### src/rtl/ws2812_pkg.sv
// Shared definitions for the WS2812B chain controller: bit timing, FSM
// state encoding and the GRB pixel type.
package ws2812_pkg;

  localparam int unsigned T0H = 9;
  localparam int unsigned T0L = 22;
  localparam int unsigned T1H = 19;
  localparam int unsigned T1L = 16;
  localparam int unsigned RES = 1350;

  // Cycle counter width, large enough for RES-1
  localparam int unsigned CW  = 11;

  typedef enum logic [1:0] {
    IDLE  = 2'd0,
    LOAD  = 2'd1,
    SEND  = 2'd2,
    LATCH = 2'd3
  } state_t;

  typedef logic [23:0] pixel_t;

endpackage

### src/rtl/ws2812_bit_tx.sv
// 24-bit MSB-first WS2812 bit serializer. A pixel is accepted on
// pix_valid & pix_ready; ready is high while idle and in the last cycle of
// bit 0, so back-to-back pixels stream with no gap. dout is registered.
module ws2812_bit_tx #(
  parameter int unsigned T0H = 9,
  parameter int unsigned T0L = 22,
  parameter int unsigned T1H = 19,
  parameter int unsigned T1L = 16
) (
  input  logic        clk,
  input  logic        rst,
  input  logic        pix_valid,
  input  logic [23:0] pix_data,
  output logic        pix_ready,
  output logic        dout
);
  import ws2812_pkg::*;

  logic          active;
  pixel_t        shreg;
  logic [4:0]    bit_idx;
  logic [CW-1:0] cnt;
  logic [CW-1:0] bit_high;
  logic [CW-1:0] bit_len;
  logic          last_cyc;
  logic          load;

  // Shape of the bit currently on the line and handshake decode
  always_comb begin
    bit_high  = shreg[23] ? CW'(T1H) : CW'(T0H);
    bit_len   = shreg[23] ? CW'(T1H + T1L) : CW'(T0H + T0L);
    last_cyc  = (cnt == bit_len - 1'b1);
    pix_ready = !active || (bit_idx == 5'd0 && last_cyc);
    load      = pix_valid && pix_ready;
  end

  // Shift register, bit/cycle counters; dout is set one cycle ahead so the
  // registered output lines up with cnt
  always_ff @(posedge clk or posedge rst) begin
    if (rst) begin
      active  <= 1'b0;
      shreg   <= '0;
      bit_idx <= '0;
      cnt     <= '0;
      dout    <= 1'b0;
    end else if (load) begin
      active  <= 1'b1;
      shreg   <= pix_data;
      bit_idx <= 5'd23;
      cnt     <= '0;
      dout    <= 1'b1;
    end else if (active) begin
      if (last_cyc) begin
        if (bit_idx == 5'd0) begin
          active <= 1'b0;
          dout   <= 1'b0;
        end else begin
          shreg   <= shreg << 1;
          bit_idx <= bit_idx - 1'b1;
          cnt     <= '0;
          dout    <= 1'b1;
        end
      end else begin
        cnt  <= cnt + 1'b1;
        dout <= (cnt + 1'b1) < bit_high;
      end
    end
  end

endmodule

### src/rtl/ws2812_chain_ctrl.sv
// WS2812B chain frame sequencer: pixel buffer, IDLE/LOAD/SEND/LATCH FSM,
// one-deep start pending flag. Optional periodic refresh is built when
// WS2812_CTRL_AUTO_REFRESH_EN is defined.
module ws2812_chain_ctrl #(
  parameter int unsigned NUM_LEDS = 8,
  parameter int unsigned AW       = 3,
  parameter int unsigned T0H      = ws2812_pkg::T0H,
  parameter int unsigned T0L      = ws2812_pkg::T0L,
  parameter int unsigned T1H      = ws2812_pkg::T1H,
  parameter int unsigned T1L      = ws2812_pkg::T1L,
  parameter int unsigned RES      = ws2812_pkg::RES
`ifdef WS2812_CTRL_AUTO_REFRESH_EN
  ,
  parameter int unsigned REFRESH_CYCLES = 540000
`endif
) (
  input  logic          clk,
  input  logic          rst,
  input  logic          wr_en,
  input  logic [AW-1:0] wr_addr,
  input  logic [23:0]   wr_data,
  input  logic          start,
  output logic          busy,
  output logic          frame_done,
  output logic          dout
);
  import ws2812_pkg::*;

  state_t        state, state_n;
  pixel_t        pix_buf [2**AW];
  logic [AW-1:0] idx;
  logic          last_pix;
  logic          pending;
  logic [CW-1:0] lat_cnt;
  logic          pix_valid;
  logic          pix_ready;
  pixel_t        pix_data;
  logic          hs;
  logic          go;
  logic          refresh_tick;

  // Host writes land every cycle; out-of-range addresses are dropped
  always_ff @(posedge clk) begin
    if (wr_en && ({1'b0, wr_addr} < (AW + 1)'(NUM_LEDS)))
      pix_buf[wr_addr] <= wr_data;
  end

  assign pix_data = pix_buf[idx];
  assign hs       = pix_valid && pix_ready;
  assign busy     = (state != IDLE);

  // Next-state, pixel offer to the serializer and frame_done decode
  always_comb begin
    state_n    = state;
    pix_valid  = 1'b0;
    frame_done = 1'b0;
    go         = 1'b0;
    case (state)
      IDLE: begin
        if (start || pending) begin
          go      = 1'b1;
          state_n = LOAD;
        end
      end
      LOAD: begin
        pix_valid = 1'b1;
        if (pix_ready) state_n = SEND;
      end
      SEND: begin
        // Next pixel is offered while the current one plays; the serializer
        // takes it in the last cycle of bit 0
        pix_valid = !last_pix;
        if (pix_ready && last_pix) state_n = LATCH;
      end
      LATCH: begin
        if (lat_cnt == CW'(RES - 1)) begin
          frame_done = 1'b1;
          state_n    = IDLE;
        end
      end
      default: state_n = IDLE;
    endcase
  end

  // State, pixel index, latch counter and pending request registers
  always_ff @(posedge clk or posedge rst) begin
    if (rst) begin
      state    <= IDLE;
      idx      <= '0;
      last_pix <= 1'b0;
      lat_cnt  <= '0;
      pending  <= 1'b0;
    end else begin
      state <= state_n;
      if (go)
        idx <= '0;
      else if (hs)
        idx <= idx + 1'b1;
      if (hs)
        last_pix <= (idx == AW'(NUM_LEDS - 1));
      if (state == LATCH)
        lat_cnt <= lat_cnt + 1'b1;
      else
        lat_cnt <= '0;
      if (go)
        pending <= 1'b0;
      else if ((start && state != IDLE) || refresh_tick)
        pending <= 1'b1;
    end
  end

`ifdef WS2812_CTRL_AUTO_REFRESH_EN
  localparam int unsigned RW = $clog2(REFRESH_CYCLES);
  logic [RW-1:0] ref_cnt;

  assign refresh_tick = (ref_cnt == RW'(REFRESH_CYCLES - 1));

  // Free-running refresh period counter
  always_ff @(posedge clk or posedge rst) begin
    if (rst)
      ref_cnt <= '0;
    else if (refresh_tick)
      ref_cnt <= '0;
    else
      ref_cnt <= ref_cnt + 1'b1;
  end
`else
  assign refresh_tick = 1'b0;
`endif

  ws2812_bit_tx #(
    .T0H (T0H),
    .T0L (T0L),
    .T1H (T1H),
    .T1L (T1L)
  ) u_bit_tx (
    .clk       (clk),
    .rst       (rst),
    .pix_valid (pix_valid),
    .pix_data  (pix_data),
    .pix_ready (pix_ready),
    .dout      (dout)
  );

endmodule

### config.mk
export PLATFORM = sky130hd
export DESIGN_NAME = ws2812_chain_ctrl
export DESIGN_NICKNAME = d
export VERILOG_FILES = /design/src/rtl/ws2812_pkg.sv /design/src/rtl/ws2812_bit_tx.sv /design/src/rtl/ws2812_chain_ctrl.sv
export SDC_FILE = /design/constraint.sdc
export NUM_CORES = 1
export LEC_CHECK = 0
export CORE_MARGIN = 2
export CORE_UTILIZATION = 55
export DETAILED_ROUTE_END_ITERATION = 8
export GPL_ROUTABILITY_DRIVEN = 0
export HOLD_SLACK_MARGIN = 0.12
export PLACE_DENSITY = 0.75
export SYNTH_ARGS = -nofsm -noshare
export SYNTH_HDL_FRONTEND = slang
export SYNTH_HIERARCHICAL = 1
export SYNTH_SLANG_ARGS = --single-unit
### constraint.sdc
create_clock -name clk -period 2.3 [get_ports clk]
set_input_delay 0.46 -clock clk [delete_from_list [all_inputs] [get_ports clk]]
set_output_delay 0.46 -clock clk [all_outputs]
set_load 0.005 [all_outputs]
# After elaboration in Yosys (flattened, before gate mapping)
# Memory sizes are Yosys's and may differ from the RTL's.
# Index checks and enable logic that the tools add are counted.
# totals
reg_bits	60
out_inout_bits	3
memories	1
ram_bits	192
# mem_list
name	depth	word_bits	read_ports	rd_ports_with_merged_regs	wr	line	text
pix_buf	8	24	1	0	1	ws2812_chain_ctrl.sv:30	pixel_t pix_buf [2**AW];
# op_classes
eq_ne	12
muxes	38
reduce_logical	18
order_cmp	1
n_addsub	5
# op_table
operator	n
24-bit 2-to-1 mux	4
11-bit 2-to-1 mux	5
5-bit 2-to-1 mux	5
11-bit by 1-bit adder with 11-bit output (second input constant)	2
1-bit 2-to-1 mux	15
11-bit == test	1
11-bit == test (second input constant)	1
11-bit < comparator	1
11-bit by 1-bit subtractor with 11-bit output (second input constant)	1
2-bit != test (second input constant)	5
2-bit nonzero test	5
2-bit 2-to-1 mux	4
2-bit case mux with 4 select lines	1
3-bit 2-to-1 mux	2
6-bit 2-to-1 mux	1
5-bit logical NOT	1
5-bit by 1-bit subtractor with 5-bit output (second input constant)	1
2-bit == test (second input constant)	2
1-bit logical AND	4
4-bit AND reduction	1
3-bit by 1-bit adder with 3-bit output (second input constant)	1
3-bit == test (second input constant)	1
3-bit != test (second input constant)	1
3-bit AND reduction	1
other kinds (6)	8

# Depth between registers and ports, before layout
# Gate-level depths: netlist of the first run.
# depth
ltp_word	8
depth_mapped	9
mapped_depth_nobuf	9

# Modules after synthesis
# The synthesis of the first run kept the hierarchy.
# modules_own_cells
mod	area_each_um2	n_inst	cells_each	seq_area_each_um2
ws2812_chain_ctrl	8259.2	1	381	6216.0
ws2812_bit_tx	2397.3	1	222	1051.0

# Least setup slack after synthesis of the first run
# Ideal clock, no wire load.
# synth_path
path_type	input port to flip-flop
from	in wr_addr[2]
to	mem pix_buf[0][0] in the netlist's numbering, enable pin
cell_stages	2
t_required_ns	1.865
slack_ns	-0.445
arrival_time_ns	2.309
path_cell_list	nand2b_1 nor3_1
# synth_rtl
item	line	text
from (decl)	ws2812_chain_ctrl.sv:20	input logic [AW-1:0] wr_addr,
to (decl)	ws2812_chain_ctrl.sv:30	
# No word-level cell before the write port.

# Worst setup path in the final report of the first run
# layout_path
from	reg lat_cnt[4]
to	reg state[1]
# layout_between
elab_chain_cells	3
# layout_rtl
item	line	text
from (decl)	ws2812_chain_ctrl.sv:34	logic [CW-1:0] lat_cnt;
from (signal assigned)	ws2812_chain_ctrl.sv:102	lat_cnt <= lat_cnt + 1'b1;
11-bit == test	ws2812_chain_ctrl.sv:76	if (lat_cnt == CW'(RES - 1)) begin
2-bit != test (no source line)	n/a	
4-bit AND reduction (no source line)	n/a	
to (signal assigned)	ws2812_chain_ctrl.sv:94	state <= state_n;
to (decl)	ws2812_chain_ctrl.sv:29	state_t state, state_n;
# No other way between the ends.
# A chain may end at the register's enable or synchronous reset.

==> qor.yml, run 1 <==
outcome: "finished, violations left"
violations: "setup timing"
fmax_mhz: 434
synth_top_cell_by_area: "edfxtp_1"
cap_viol_max_count: 0
rsz0062_at_grt: "true"
fin_crit_ns: 2.31
area_delta_synth_final_pct: 18.4
cts_tree: "yes"
grt_pass1_wl_mm: 33.1
dieHeight_um: 143
numCtsBuffers: 26
setup_viol: 1
instances_no_fill: 965
clock_skew_ns: 0.0244
final_cell_mix: "edfxtp_1, dfrtp_1, mux4_2"
drc: 0
period_share_pct: 100
timing.final.ws_setup_ns: -0.00558
ys_seq_elements: 252
vias_per_cell: 5.93
final_common_cell: "edfxtp_1"
clock_path_buffers: 3
synth_flop_cell: "edfxtp_1"
syn_area_mm2: 0.0107
place_hpwl_mm: 12.7
drive_gt1_share_pct: 32.5
synthArstFlopShare_pct: 23.8
grt_overflow: 0
path_cells: "nor4b_2 > nand4_1 > buf_4 > buf_6 > buf_6 > buf_6 > buf_6 > buf_6 > a211o_1 > mux2_4"
clk_latency_ns: 0.54
ios: 34
ys_types: 64
hp-class: "input port to asynchronous set/reset pin"
critPathMaxStageDelay_ns: 0.41
syn-num-nets: 650
maxSlewHeadroom_pct: 54.0
rows: 50
floorplan.initialDensity_pct: 56.6
wl_mm: 20.7
coreArea_mm2: 0.0188
first_global_vias: 6196
synthCells: 603
vias: 5720
arrival_ns: 2.71
cp_num_buf_inv: 6
ys_seq_area_share_pct: 68.2
cts_root_buffer: "clkbuf_16"
routedWlPerCell_um: 21.4
dpl.cell_count: 902
irDropWorstVdd_uv: 785
drt_first_pass_iters: 5
synth_warnings: 6
worstMarginPinSlew_ns: 0.689
finalHoldViolCount: 0
critPathMostFrequentCell: "buf_6"
endpoint_kind: "register"
cp.required_ns: 2.71
dieArea_mm2: 0.0205
netlist.area_leader.share_pct: 54.1
worstSetupStartpointType: "register"
antenna_left: 0
pwr_density_cell_mw_per_mm2: 914
path_delay_family: "buffers and inverters"
portBuffers: 33
die_width_um: 143
final_net_count: 731
clock-sinks: 252
clk_pin_slew_ns: 0.06
drt_iter0_markers: 444
cts-htree-levels: 1
drv_slew: 0
synth_area_leaders: "edfxtp_1, dfrtp_1, mux4_2"
synth_edf_count: 192
antenna_found_initial: 1
cp_slowest_cell: "dfrtp_2"
path_class: "register to register"
grt_max_degree: 43
synth_area_per_cell_um2: 17.7
worstPathMaxFanout: 2
grt_util_all_layers_pct: 21.1
holdWs_ns: 0.340
leakagePower_nw: 4.49
synthesized netlist by cell type, drive strengths merged, types with 6 or more instances:
cell type and instances:
mux2 29, nor2 30, nand2 19, o21ai 6, inv 14, nor3 12
o221a 20, mux2i 7, dfrtp 60, xor2 10, nand4 6, nand3 13
mux4 48, buf 21, or2 20, o31ai 6, ha 16, edfxtp 192
clkbuf 9
where the power goes:
| group | switching (W) | internal (W) | total, W |
|---|---|---|---|
| clock | 0.00168 | 0.00256 | 0.00424 |
| combinational | 0.000765 | 0.000893 | 0.00166 |
| sequential | 0.000294 | 0.00534 | 0.00563 |
cell type report:
| class | count | area [um2] |
|---|---|---|
| tap | 260 | 325 |
| fill | 1213 | 6210 |
| multi-input combinational | 307 | 3190 |
| inverter | 14 | 52.6 |
| sequential | 252 | 7270 |
| timing repair buffer | 83 | 882 |
| antenna | 1 | 2.50 |
| clock inverter | 11 | 156 |
| clock buffer | 37 | 732 |
state kept, by name, indices dropped and copies added (netlist names), 2 cells and up:
| name | cells |
|---|---|
| idx | 3 |
| pix_buf | 192 |
| u_bit_tx/bit_idx | 5 |
| state | 2 |
| u_bit_tx/shreg | 24 |
| u_bit_tx/cnt | 11 |
| lat_cnt | 11 |
through the flow:
| stage | area [um2] | setup TNS (ns) | worst slack, ns | power (W) | util, % |
|---|---|---|---|---|---|
| 3_5_place_dp | 11600 | 0 | 0.0426 | 0.00735 | 61.5 |
| 5_1_grt | 12600 | -0.497 | -0.0759 | 0.0120 | 67.0 |
| 4_1_cts | 12600 | -0.000672 | -0.000672 | 0.0116 | 66.9 |
| 3_3_place_gp | 11600 | 0 | 0.148 | 0.00722 | 61.5 |
| 2_1_floorplan | 10700 | 0 | 0.0384 | 0.00679 | - |
| 6_report | 12600 | -0.00558 | -0.00558 | 0.0115 | 67.0 |
layer usage:
layer | wire, um | share of wire, % | up-vias | GRT usage [%]
met2 | 10700 | 51 | 184 | 36.4
met5 | 0 | 0 | - | 0
met1 | 8410 | 41 | 2937 | 27.9
met4 | 571 | 2.8 | 0 | 6.67
met3 | 1060 | 5.1 | 43 | 3.22
li1 | - | - | 2556 | -
repair_timing:
| action | CTS | global route |
|---|---|---|
| endpoints found under the hold margin | 0 | 0 |
| pin swaps | 4 | 3 |
| resized for setup | 9 | 8 |
| endpoints found under the setup margin | 2 | 25 |
| hold buffers | 0 | 0 |
| buffers inserted | 13 | 2 |
path summary, 6_finish.rpt:
kind                                        start  depth (start not counted)  slack, ns           endpoint
worst max-delay path                   lat_cnt[4]                         10     -0.006           state[1]
worst min-delay path                          rst                          3       0.34   u_bit_tx/cnt[10]
max in group asynchronous                     rst                          2       1.43             idx[0]
min in group clk                u_bit_tx/shreg[0]                          1       0.52  u_bit_tx/shreg[0]
worst min register to register  u_bit_tx/shreg[0]                          1       0.52  u_bit_tx/shreg[0]
worst max register to register         lat_cnt[4]                         10     -0.006           state[1]
tightest hold or removal path, stage by stage:
cell,delay [ns]
clkdlybuf4s50_1,0.43
inv_1,0.11
buf_12,0.24
cells by family after synthesis:
kind of cell	count (synthesis)	share of synthesized area [%]
muxes	84	14.2
buffers and inverters	44	2.42
DFF	252	68.2
and+or+nand+nor	130	6.79
adders and majority gates	16	1.88
AOI/OAI and AO/OA	62	5.27
xor gates and xnor gates	15	1.23
Note: power is estimated with default switching activity, not from simulation.
==> run 2, diff against run 1 <==
- CORE_MARGIN: 2 -> not set
==> qor.yml, run 2 (synthesis gave the netlist of run 1 again) <==
outcome: "completed"
maxSlewHeadroom_pct: 53.7  # -0.25 points
floorplan.initialDensity_pct: 56.6  # unchanged
path_class: "register to primary output"
seq_power_share_pct: 47.0  # -1.9 points
place_hpwl_mm: 12.1  # -4.9%
hp-class: "input port to asynchronous set/reset pin"
r2r-start: "u_bit_tx/bit_idx[0]"
cp.required_ns: 1.84  # -0.87 ns
irDropWorstVdd_uv: 723  # -7.9%
finalHoldViolCount: 0  # unchanged
largest_reg_flops: 192  # unchanged
drv_slew: 0  # unchanged
area_delta_synth_final_pct: 19.3
power.total_w: 0.0120  # +4.0%
worstMarginPinSlew_ns: 0.693  # +0.00377 ns
diodes: 0  # -1
final_common_cell: "edfxtp_1"
antenna_found_initial: 0  # -1
drc: 0  # unchanged
portBuffers: 33  # unchanged
dieHeight_um: 141  # -1.4%
cts-htree-levels: 1  # unchanged
clock-sinks: 252  # unchanged
cts_root_buffer: "clkbuf_16"
final_cell_mix: "edfxtp_1, dfrtp_1, mux4_2"
drt_first_pass_iters: 5  # unchanged
first_global_vias: 6052  # -2.3%
vias_per_cell: 5.92  # -0.18%
p_int_w: 0.00914  # +3.9%
ios: 34  # unchanged
fin_crit_ns: 2.25  # -0.0542 ns
grt_util_all_layers_pct: 21.4  # +0.23 points
r2r-end: "state[1]"
dieArea_mm2: 0.0199  # -2.8%
arrival_ns: 1.79  # -0.92 ns
cp_num_buf_inv: 2  # -4
rows: 50  # unchanged
drive_gt1_share_pct: 34.2  # +1.7 points
routedWlPerCell_um: 21.1  # -1.5%
worstPathMaxFanout: 2  # unchanged
nFillCells: 1209  # -0.33%
die_width_um: 141  # -1.4%
antenna_left: 0  # unchanged
dpl.cell_count: 906  # +0.44%
clock_path_buffers: 3  # unchanged
wl_mm: 20.6  # -0.66%
clock_skew_ns: 0.0157  # -0.00863 ns
clk_latency_ns: 0.54  # about the same
cap_viol_max_count: 0  # unchanged
cts_hold_buf: 0  # unchanged
fmax_mhz: 444  # +2.4%
swShare_pct: 23.7  # about the same
reg.largest.list: "pix_buf: 192 flops, u_bit_tx/shreg: 24 flops"
worstSetupStartpointType: "register"
r2r_slack_ns: 0.07  # +0.08 ns
power.switching_w: 0.00285  # +4.0%
path_cells: "nor4b_2 > nand4_1 > buf_4 > nor2_2 > clkbuf_2"
largest_register: "pix_buf"
coreArea_mm2: 0.0188  # unchanged
grt_overflow: 0  # unchanged
p_comb_share_pct: 13.6  # -0.8 points
leakagePower_nw: 4.53  # +0.97%
vias: 5757  # +0.65%
clock_power_share_pct: 39.3  # +2.5 points
grt_pass1_wl_mm: 32.3  # -2.3%
endpoint_kind: "primary output"
cp_slowest_cell: "dfrtp_2"
numCtsBuffers: 27  # +3.8%
clk_pin_slew_ns: 0.06  # about the same
critPathMaxStageDelay_ns: 0.41  # about the same
rsz0062_at_grt: "true"
final_net_count: 739  # +1.1%
period_share_pct: 97.9  # -2.4 points
pwr_density_cell_mw_per_mm2: 943  # +3.2%
drt_iter0_markers: 460  # +3.6%
grt_max_degree: 43  # unchanged
instances_no_fill: 973  # +0.83%
setup_viol: 0  # -1
path_delay_family: "simple AND/OR/NAND/NOR gates"
rr_worst_depth: 7  # -3
cts_tree: "yes"
[run 2: changes by cell type in the layout (fill, tap and decap cells not counted), moves of 2 or more]
cell        before  now
buf_12          13   10
clkbuf_8         4    2
clkbuf_1         7    0
clkinvlp_4       0    6
buf_6            5    1
buf_4           32   46
bufinv_16        3    6
[run 2: how the worst max path moves through the flow]
| stage | slack [ns] | start | end | depth (start not counted) |
|---|---|---|---|---|
| final | 0.05 | lat_cnt[4] | frame_done | 5 |
| after global placement | 0.15 | u_bit_tx/bit_idx[0] | state[1] | 7 |
| after global routing | -0.03 | lat_cnt[4] | frame_done | 5 |
| after CTS | -0.07 | lat_cnt[3] | state[1] | 11 |
| after floorplan | 0.04 | u_bit_tx/bit_idx[0] | state[1] | 7 |
| after detailed placement | 0.09 | u_bit_tx/bit_idx[0] | u_bit_tx/shreg[10] | 7 |
[run 2: power groups by stage]
stage	sequential, W	combinational [W]	clock [W]
3_5_place_dp	0.00571	0.00162	0
2_1_floorplan	0.00560	0.00119	0
3_3_place_gp	0.00568	0.00154	0
6_report	0.00564	0.00163	0.00471
5_1_grt	0.00568	0.00179	0.00496
4_1_cts	0.00563	0.00164	0.00480
[run 2: layout make-up]
| class | instances | area [um2] | area share (%) |
|---|---|---|---|
| sequential | 252 | 7270 | 57.2 |
| multi-input combinational | 307 | 3190 | 25.1 |
| timing repair buffer | 90 | 882 | 6.94 |
| clock buffer | 29 | 703 | 5.53 |
| tap | 260 | 325 | 2.56 |
| clock inverter | 21 | 290 | 2.28 |
| inverter | 14 | 52.6 | 0.413 |
[run 2: what timing repair did]
item	CTS	global route
setup buffers	13	6
endpoints found under the setup margin	2	25
pin swaps	3	3
gates resized for setup	2	9
[run 2: worst reg2reg max path: stages (launching register included)]
cell and delay [ns]:
dfrtp_1 0.40, inv_1 0.09, ha_1 0.13, or4b_4 0.50
o31ai_4 0.28, o2bb2ai_1 0.10, a211o_1 0.32, mux2_4 0.31
[run 2: per-stage QoR]
step                      util [%]  instance area, um2  worst slack (ns)  hold WS [ns]  setup TNS [ns]
after detailed placement      61.5               11600            0.0873         0.482               0
after floorplan                  -               10700            0.0384         0.399               0
after global routing          67.5               12700           -0.0297         0.431         -0.0525
final                         67.5               12700            0.0486         0.368               0
after global placement        61.5               11600             0.154         0.486               0
after CTS                     67.2               12700           -0.0715         0.379         -0.0715
[run 2: metal layers]
metal	GRT usage [%]	wire [um]	up-vias
met1	26.9	8330	2977
met2	38.3	10700	166
met3	3.16	952	42
met4	6.52	589	0
li1	-	-	2572
met5	0	0	-
==> run 3, diff against run 2 <==
- ABC_CLOCK_PERIOD_IN_PS: not set -> 2300
==> results of run 3 <==
Same layout as run 2: the final DEF is identical, and so are final timing and power.
